**src/rtl/packer_pkg.sv**
```systemverilog
// Shared widths, accumulator state and output payload for the byte packer.
package packer_pkg;

   localparam int unsigned BYTE_W             = 8;
   localparam int unsigned WORD_BYTES         = 4;
   localparam int unsigned WORD_W             = BYTE_W * WORD_BYTES;
   localparam int unsigned CNT_W              = 3;
   localparam int unsigned DROP_W             = 8;
   localparam int unsigned DEF_TIMEOUT_CYCLES = 8;

   // Accumulator occupancy: EMPTY = 0 bytes, PARTIAL = 1..3, FULL = 4
   typedef enum logic [1:0] {
      EMPTY   = 2'd0,
      PARTIAL = 2'd1,
      FULL    = 2'd2
   } acc_state_t;

   // Output register payload: packed word plus its valid byte count
   typedef struct packed {
      logic [CNT_W-1:0]  bytes;
      logic [WORD_W-1:0] data;
   } out_word_t;

   // Map a byte count onto the accumulator state
   function automatic acc_state_t acc_state(input logic [CNT_W-1:0] cnt);
      acc_state_t st;
      if (cnt == '0) begin
         st = EMPTY;
      end else if (cnt >= CNT_W'(WORD_BYTES)) begin
         st = FULL;
      end else begin
         st = PARTIAL;
      end
      return st;
   endfunction

endpackage

```
**src/rtl/packer_idle_timer.sv**
```systemverilog
// Idle counter for the packer: raises a flush request once a partial word
// has seen TIMEOUT_CYCLES consecutive cycles without a new byte.
module packer_idle_timer
   import packer_pkg::*;
#(
   parameter int unsigned TIMEOUT_CYCLES = DEF_TIMEOUT_CYCLES
) (
   input  logic clk,
   input  logic rst_n,
   input  logic i_in_valid,
   input  logic i_partial,
   output logic o_flush_c
);

   localparam int unsigned IDLE_W = $clog2(TIMEOUT_CYCLES + 1);

   logic [IDLE_W-1:0] r_idle;

   // Count idle cycles while partial; saturate so a blocked flush keeps waiting
   always_ff @(posedge clk or negedge rst_n) begin
      if (!rst_n) begin
         r_idle <= '0;
      end else if (i_in_valid || !i_partial) begin
         r_idle <= '0;
      end else if (r_idle != IDLE_W'(TIMEOUT_CYCLES)) begin
         r_idle <= r_idle + IDLE_W'(1);
      end
   end

   assign o_flush_c = (r_idle == IDLE_W'(TIMEOUT_CYCLES));

endmodule

```
**src/rtl/arb_byte_packer.sv**
```systemverilog
// Packs bytes from the round-robin arbiter into little-endian 32-bit words
// with a valid/ready output, a one-word holding register and drop tracking.
// Optional idle flush of partial words: define PACKER_TIMEOUT_EN.
module arb_byte_packer
   import packer_pkg::*;
#(
   parameter int unsigned TIMEOUT_CYCLES = DEF_TIMEOUT_CYCLES
) (
   input  logic              clk,
   input  logic              rst_n,
   input  logic [BYTE_W-1:0] in_data,
   input  logic              in_valid,
   output logic [WORD_W-1:0] out_data,
   output logic [CNT_W-1:0]  out_bytes,
   output logic              out_valid,
   input  logic              out_ready,
   input  logic              clr_ovf,
   output logic              overflow,
   output logic [DROP_W-1:0] drop_cnt
);

   out_word_t         r_out;
   logic              r_out_valid;
   logic [WORD_W-1:0] r_acc;
   logic [CNT_W-1:0]  r_acc_cnt;
   logic              r_ovf;
   logic [DROP_W-1:0] r_drop_cnt;

   acc_state_t        w_state;
   logic              w_out_free;
   logic              w_drop;
   logic              w_flush;
   logic [1:0]        w_lane;

   // Reject a zero timeout at elaboration
   if (TIMEOUT_CYCLES == 0) begin : g_bad_timeout
      $error("arb_byte_packer: TIMEOUT_CYCLES must be nonzero");
   end

   assign w_state    = acc_state(r_acc_cnt);
   assign w_out_free = !r_out_valid || out_ready;
   assign w_drop     = in_valid && (w_state == FULL) && !w_out_free;
   assign w_lane     = r_acc_cnt[1:0];

`ifdef PACKER_TIMEOUT_EN
   packer_idle_timer #(
      .TIMEOUT_CYCLES (TIMEOUT_CYCLES)
   ) u_idle_timer (
      .clk        (clk),
      .rst_n      (rst_n),
      .i_in_valid (in_valid),
      .i_partial  (w_state == PARTIAL),
      .o_flush_c  (w_flush)
   );
`else
   // Without the idle flush a partial word waits for its remaining bytes
   assign w_flush = 1'b0;
`endif

   // Accumulator and output register; unused accumulator lanes stay zero
   always_ff @(posedge clk or negedge rst_n) begin
      if (!rst_n) begin
         r_out       <= '0;
         r_out_valid <= 1'b0;
         r_acc       <= '0;
         r_acc_cnt   <= '0;
      end else begin
         if (r_out_valid && out_ready) begin
            r_out_valid <= 1'b0;
         end
         unique case (w_state)
            FULL: begin
               if (w_out_free) begin
                  r_out       <= '{bytes: CNT_W'(WORD_BYTES), data: r_acc};
                  r_out_valid <= 1'b1;
                  if (in_valid) begin
                     r_acc     <= WORD_W'(in_data);
                     r_acc_cnt <= CNT_W'(1);
                  end else begin
                     r_acc     <= '0;
                     r_acc_cnt <= '0;
                  end
               end
            end
            EMPTY, PARTIAL: begin
               if (in_valid) begin
                  if (r_acc_cnt == CNT_W'(WORD_BYTES - 1)) begin
                     if (w_out_free) begin
                        r_out       <= '{bytes: CNT_W'(WORD_BYTES),
                                         data:  {in_data, r_acc[WORD_W-BYTE_W-1:0]}};
                        r_out_valid <= 1'b1;
                        r_acc       <= '0;
                        r_acc_cnt   <= '0;
                     end else begin
                        r_acc[WORD_W-1 -: BYTE_W] <= in_data;
                        r_acc_cnt                 <= CNT_W'(WORD_BYTES);
                     end
                  end else begin
                     r_acc[{w_lane, 3'b000} +: BYTE_W] <= in_data;
                     r_acc_cnt                         <= r_acc_cnt + CNT_W'(1);
                  end
               end else if (w_flush && w_out_free && (w_state == PARTIAL)) begin
                  r_out       <= '{bytes: r_acc_cnt, data: r_acc};
                  r_out_valid <= 1'b1;
                  r_acc       <= '0;
                  r_acc_cnt   <= '0;
               end
            end
            default: ;
         endcase
      end
   end

   // Sticky overflow and saturating drop count; a clear does not hide a same-cycle drop
   always_ff @(posedge clk or negedge rst_n) begin
      if (!rst_n) begin
         r_ovf      <= 1'b0;
         r_drop_cnt <= '0;
      end else if (clr_ovf) begin
         r_ovf      <= w_drop;
         r_drop_cnt <= DROP_W'(w_drop);
      end else if (w_drop) begin
         r_ovf <= 1'b1;
         if (r_drop_cnt != '1) begin
            r_drop_cnt <= r_drop_cnt + DROP_W'(1);
         end
      end
   end

   assign out_data  = r_out.data;
   assign out_bytes = r_out.bytes;
   assign out_valid = r_out_valid;
   assign overflow  = r_ovf;
   assign drop_cnt  = r_drop_cnt;

endmodule

```
**config.mk**
```make
export PLATFORM = sky130hd
export DESIGN_NAME = arb_byte_packer
export DESIGN_NICKNAME = d
export VERILOG_FILES = /design/src/rtl/packer_pkg.sv /design/src/rtl/packer_idle_timer.sv /design/src/rtl/arb_byte_packer.sv
export SDC_FILE = /design/constraint.sdc
export NUM_CORES = 1
export LEC_CHECK = 0
export CAP_MARGIN = 20
export CELL_PAD_IN_SITES_DETAIL_PLACEMENT = 1
export CELL_PAD_IN_SITES_GLOBAL_PLACEMENT = 2
export CORE_MARGIN = 3
export CORE_UTILIZATION = 31
export DETAILED_ROUTE_END_ITERATION = 8
export MAX_ROUTING_LAYER = met4
export PLACE_DENSITY = 0.74
export RECOVER_POWER = 50
export SYNTH_ARGS = -nofsm -noshare
export SYNTH_HDL_FRONTEND = slang
export SYNTH_SLANG_ARGS = --single-unit
```
**constraint.sdc**
```tcl
create_clock -name clk -period 1.9 [get_ports clk]
set_input_delay 0.38 -clock clk [delete_from_list [all_inputs] [get_ports clk]]
set_output_delay 0.38 -clock clk [all_outputs]
set_load 0.05 [all_outputs]
```
==> metrics.md <==
| Metric | Value |
|---|---|
| Post-synth EDFFs | 0 |
| Worst setup margin | -3.81 ps |
| Worst R2R Path Depth | 7 |
| Outcome | finished, violations left |
| Post-layout total power | approximately 6400 uW |
| CP arrival | between 2000 and 2500 ps |
| Clock-pin slew on the worst setup and hold paths | around 90 ps |
| Post-synthesis area per instance | roughly 12 um^2 |
| Slew @ Worst Pin | ~680 ps |
| Reg2reg start | r_acc_cnt[1] |
| Post-synthesis cell count | 289 |
| Cts bufs inserted | 9 |
| Routed vias/inst | approximately 5 |
| Synth cell types | 45 |
| GRT Overall Usage | 15.2% |
| I/O Buffers | between 50 and 60 |
| Fraction of registers with async set/reset | 100% |
| Post-DP HPWL | just under 6000 um |
| Rows | 37 |
| Worst flop-to-flop path endpoint | r_acc[19] |
| Net count, final | just under 400 |
| Max stage delay cell, worst path | or4b_4 |
| Routed wl met3 | approximately 250 um |
| Initial antenna violation count | 0 |
| Achievable Freq | ~0.53 GHz |
| Synth Warn # | 0 |
| Critical path class | reg2reg |
| Failing checks | negative setup slack |
| Netlist Area Pre-Place | 3380 um^2 |
| Avg WL per Cell | roughly 16 um |
| Clock Path Buffers | 2 |
| Startpoint Class | flop |
| Top Layer Used | met4 |
| Final Setup Violations | 2 |
| Worst path cell trace | inv_2 -> ha_4 -> or4b_4 -> nor3b_4 -> buf_6 -> nand2_1 -> o21ai_2 |
| Share of layout cells above drive strength 1 | 31.9% |
| Critical-path maximum fanout | 5 |
| Max-Cap Viols | 0 |
| Setup tns final | -4.49 ps |
| Crit-path max cell delay | roughly 500 ps |
| First-pass GRT wire length | about 14000 um |
| Dominant cell type by area after synthesis | dfrtp_1 |
| Inst Count DP | ~490 |
| Design Area, Final | about 4500 um^2 |
| Min Tclk post-route | 1900 ps |
| Final period utilization | 100% |
| Flops & latches, synth | 78 |
| Final hold violations | 0 |
| Routed Antenna Nets | 0 |
| Main synth FF type | dfrtp_1 |
| Top cell type's share of synthesized area | between 50% and 60% |
| Rel. slew slack | between 50% and 60% |
| LEAKAGE | ~0.0021 uW |
| Number of global-route vias before repair | roughly 2600 |
| Worst EP required | 2190 ps |
| Antenna Cells | 0 |
| Initial DRC Count | a little over 90 |
| CTS tree | yes |
| GP Congestion | just over 0.8 |
| Root Driver | clkbuf_8 |
| Setup crit end | r_acc[19] |
| CTS H-tree lvls | 3 |
| Sequential share of the synthesized area | 57.8% |
| Worst VDD drop | ~670 uV |
| Launch point of the worst path | r_acc_cnt[1] |
| I/O pin cnt | 58 |
| P&R area growth vs syn | 32.6% |
| Min-delay worst type | in2async |
| Final Non-Filler Cells | 519 |
| Residual DRC | 0 |
| Metal1 wirelength | 3990 um |
| Met2 routed WL | ~4000 um |
| Total wire length | between 8000 and 9000 um |
| Worst Clk Skew | about 11 ps |
| Top post-synthesis cells by count | dfrtp_1 (78), nand2_1 (40), mux2_2 (24) |
| Drt first pass iters | 4 |
| Floorplan core area | between 10000 and 15000 um^2 |
| Endpoint class of the critical path | flop |
| Post-DP Area | approximately 4200 um^2 |
| R2r setup slk | -4 ps |
| Most frequent cell after synthesis | dfrtp_1 |
| Dpl ws | -149 ps |
| Top area cells in the synthesized netlist | dfrtp_1 (58%), mux2_2 (8.0%), nand2_1 (4.4%) |
| Die height | roughly 110 um |
| Global route overflow | 0 |
| RSZ-0062 raised after global routing | yes |
| Die Footprint | 12200 um^2 |
| Power per cell area | ~1400 nW/um^2 |
| # clock sinks | 78 |
| Pin count of the biggest net entering global routing | 46 |
| Starting Density | 32.3% |
| Worst skew pair latency | around 360 ps |
| Final Max Slew Viols | 0 |
| Die X | between 100 and 150 um |
| Total vias in the final route | 2520 |
[per-layer routing]
layer / vias up / track usage (%)
met5: - / -
met4: 0 / 3.17
met3: 9 / 3.67
met2: 38 / 23.7
met1: 1271 / 20.3
li1: 1202 / -
[final cells by class]
| cell class | instances | area [um^2] |
|---|---|---|
| clock inverters | 7 | 63.8 |
| inverters | 4 | 15.0 |
| flip-flops and latches | 78 | 1950 |
| fillers | 1156 | 5980 |
| well taps | 136 | 170 |
| clock buffers | 9 | 124 |
| repair buffers | 93 | 737 |
| multi-input cells | 192 | 1420 |
[cell usage in the layout, fill, tap and decap left out, types with 2 or more instances in the layout]
cell type / instances
o21ai_2: 5
nand2_2: 2
ha_1: 4
inv_8: 2
nand3_1: 3
buf_4: 51
conb_1: 2
inv_2: 2
ha_2: 2
inv_1: 2
dlymetal6s2s_1: 2
and3_1: 3
a22o_1: 16
clkdlybuf4s50_1: 11
clkbuf_8: 9
xor2_1: 2
nor2_1: 18
o211ai_1: 2
inv_6: 2
nand2_1: 37
a21oi_1: 10
nor2_4: 2
nand2b_1: 2
a22oi_1: 2
mux2i_1: 11
buf_6: 3
o21ai_1: 8
o21ai_0: 8
dfrtp_1: 78
a2bb2oi_1: 2
nor3b_4: 3
nand4_1: 3
mux2_2: 24
dlygate4sd2_1: 12
nand3b_1: 2
clkinvlp_4: 2
clkbuf_1: 10
[critical path: cells and delay by family (launching register included)]
kind | cells | cell delay, ps
AOI/OAI and AO/OA | 1 | 110
DFF | 1 | 430
and+or+nand+nor | 3 | 770
adders and majority gates | 1 | 280
buffers and inverters | 2 | 240
[stage by stage]
step	util (%)	hold WS (ps)
detailed placement	40.2	210
finish	42.8	461
global route	42.8	500
CTS	42.6	370
floorplan	-	84.4
global placement	40.2	212
[power by group]
part / internal, uW / total (uW) / switching (uW)
registers: 2100 / 2370 / 267
logic: 1070 / 2830 / 1760
clock network: 504 / 1210 / 709
[state kept, by name (all words and copies together) (netlist names)]
register and count:
r_acc_cnt 3, out_bytes 1, r_acc 32, drop_cnt 8, overflow 1, out_data 32
out_valid 1
[worst min path at each step]
stage | startpoint | slack, ps | end | cells after the start
finish | rst_n | 460 | out_data[14] | 2
floorplan | rst_n | 80 | drop_cnt[0] | 0
global route | rst_n | 500 | out_data[14] | 2
CTS | rst_n | 370 | out_data[14] | 2
global placement | rst_n | 210 | out_data[14] | 1
detailed placement | rst_n | 210 | out_data[14] | 1
[cells by family (layout without fill, tap and decap cells)]
logic type | Yosys count | after routing | share of synthesized area [%]
adders and majority gates | 7 | 7 | 2.59
buffers and inverters | 20 | 113 | 3.04
and+or+nand+nor | 85 | 85 | 12.4
muxes | 35 | 35 | 11.3
other | 1 | 2 | 0.111
AOI/OAI and AO/OA | 61 | 61 | 12.2
DFF | 78 | 78 | 57.8
xor gates and xnor gates | 2 | 2 | 0.519
[repair_timing]
item / in CTS / in global routing
endpoints found under the hold margin: 6 / 0
buffers inserted: 6 / 3
gates resized for setup: 19 / 21
endpoints found under the setup margin: 68 / 34
hold buffers: 1 / 0
pin swaps: 4 / 7
Power figures use the tool's default switching activity.
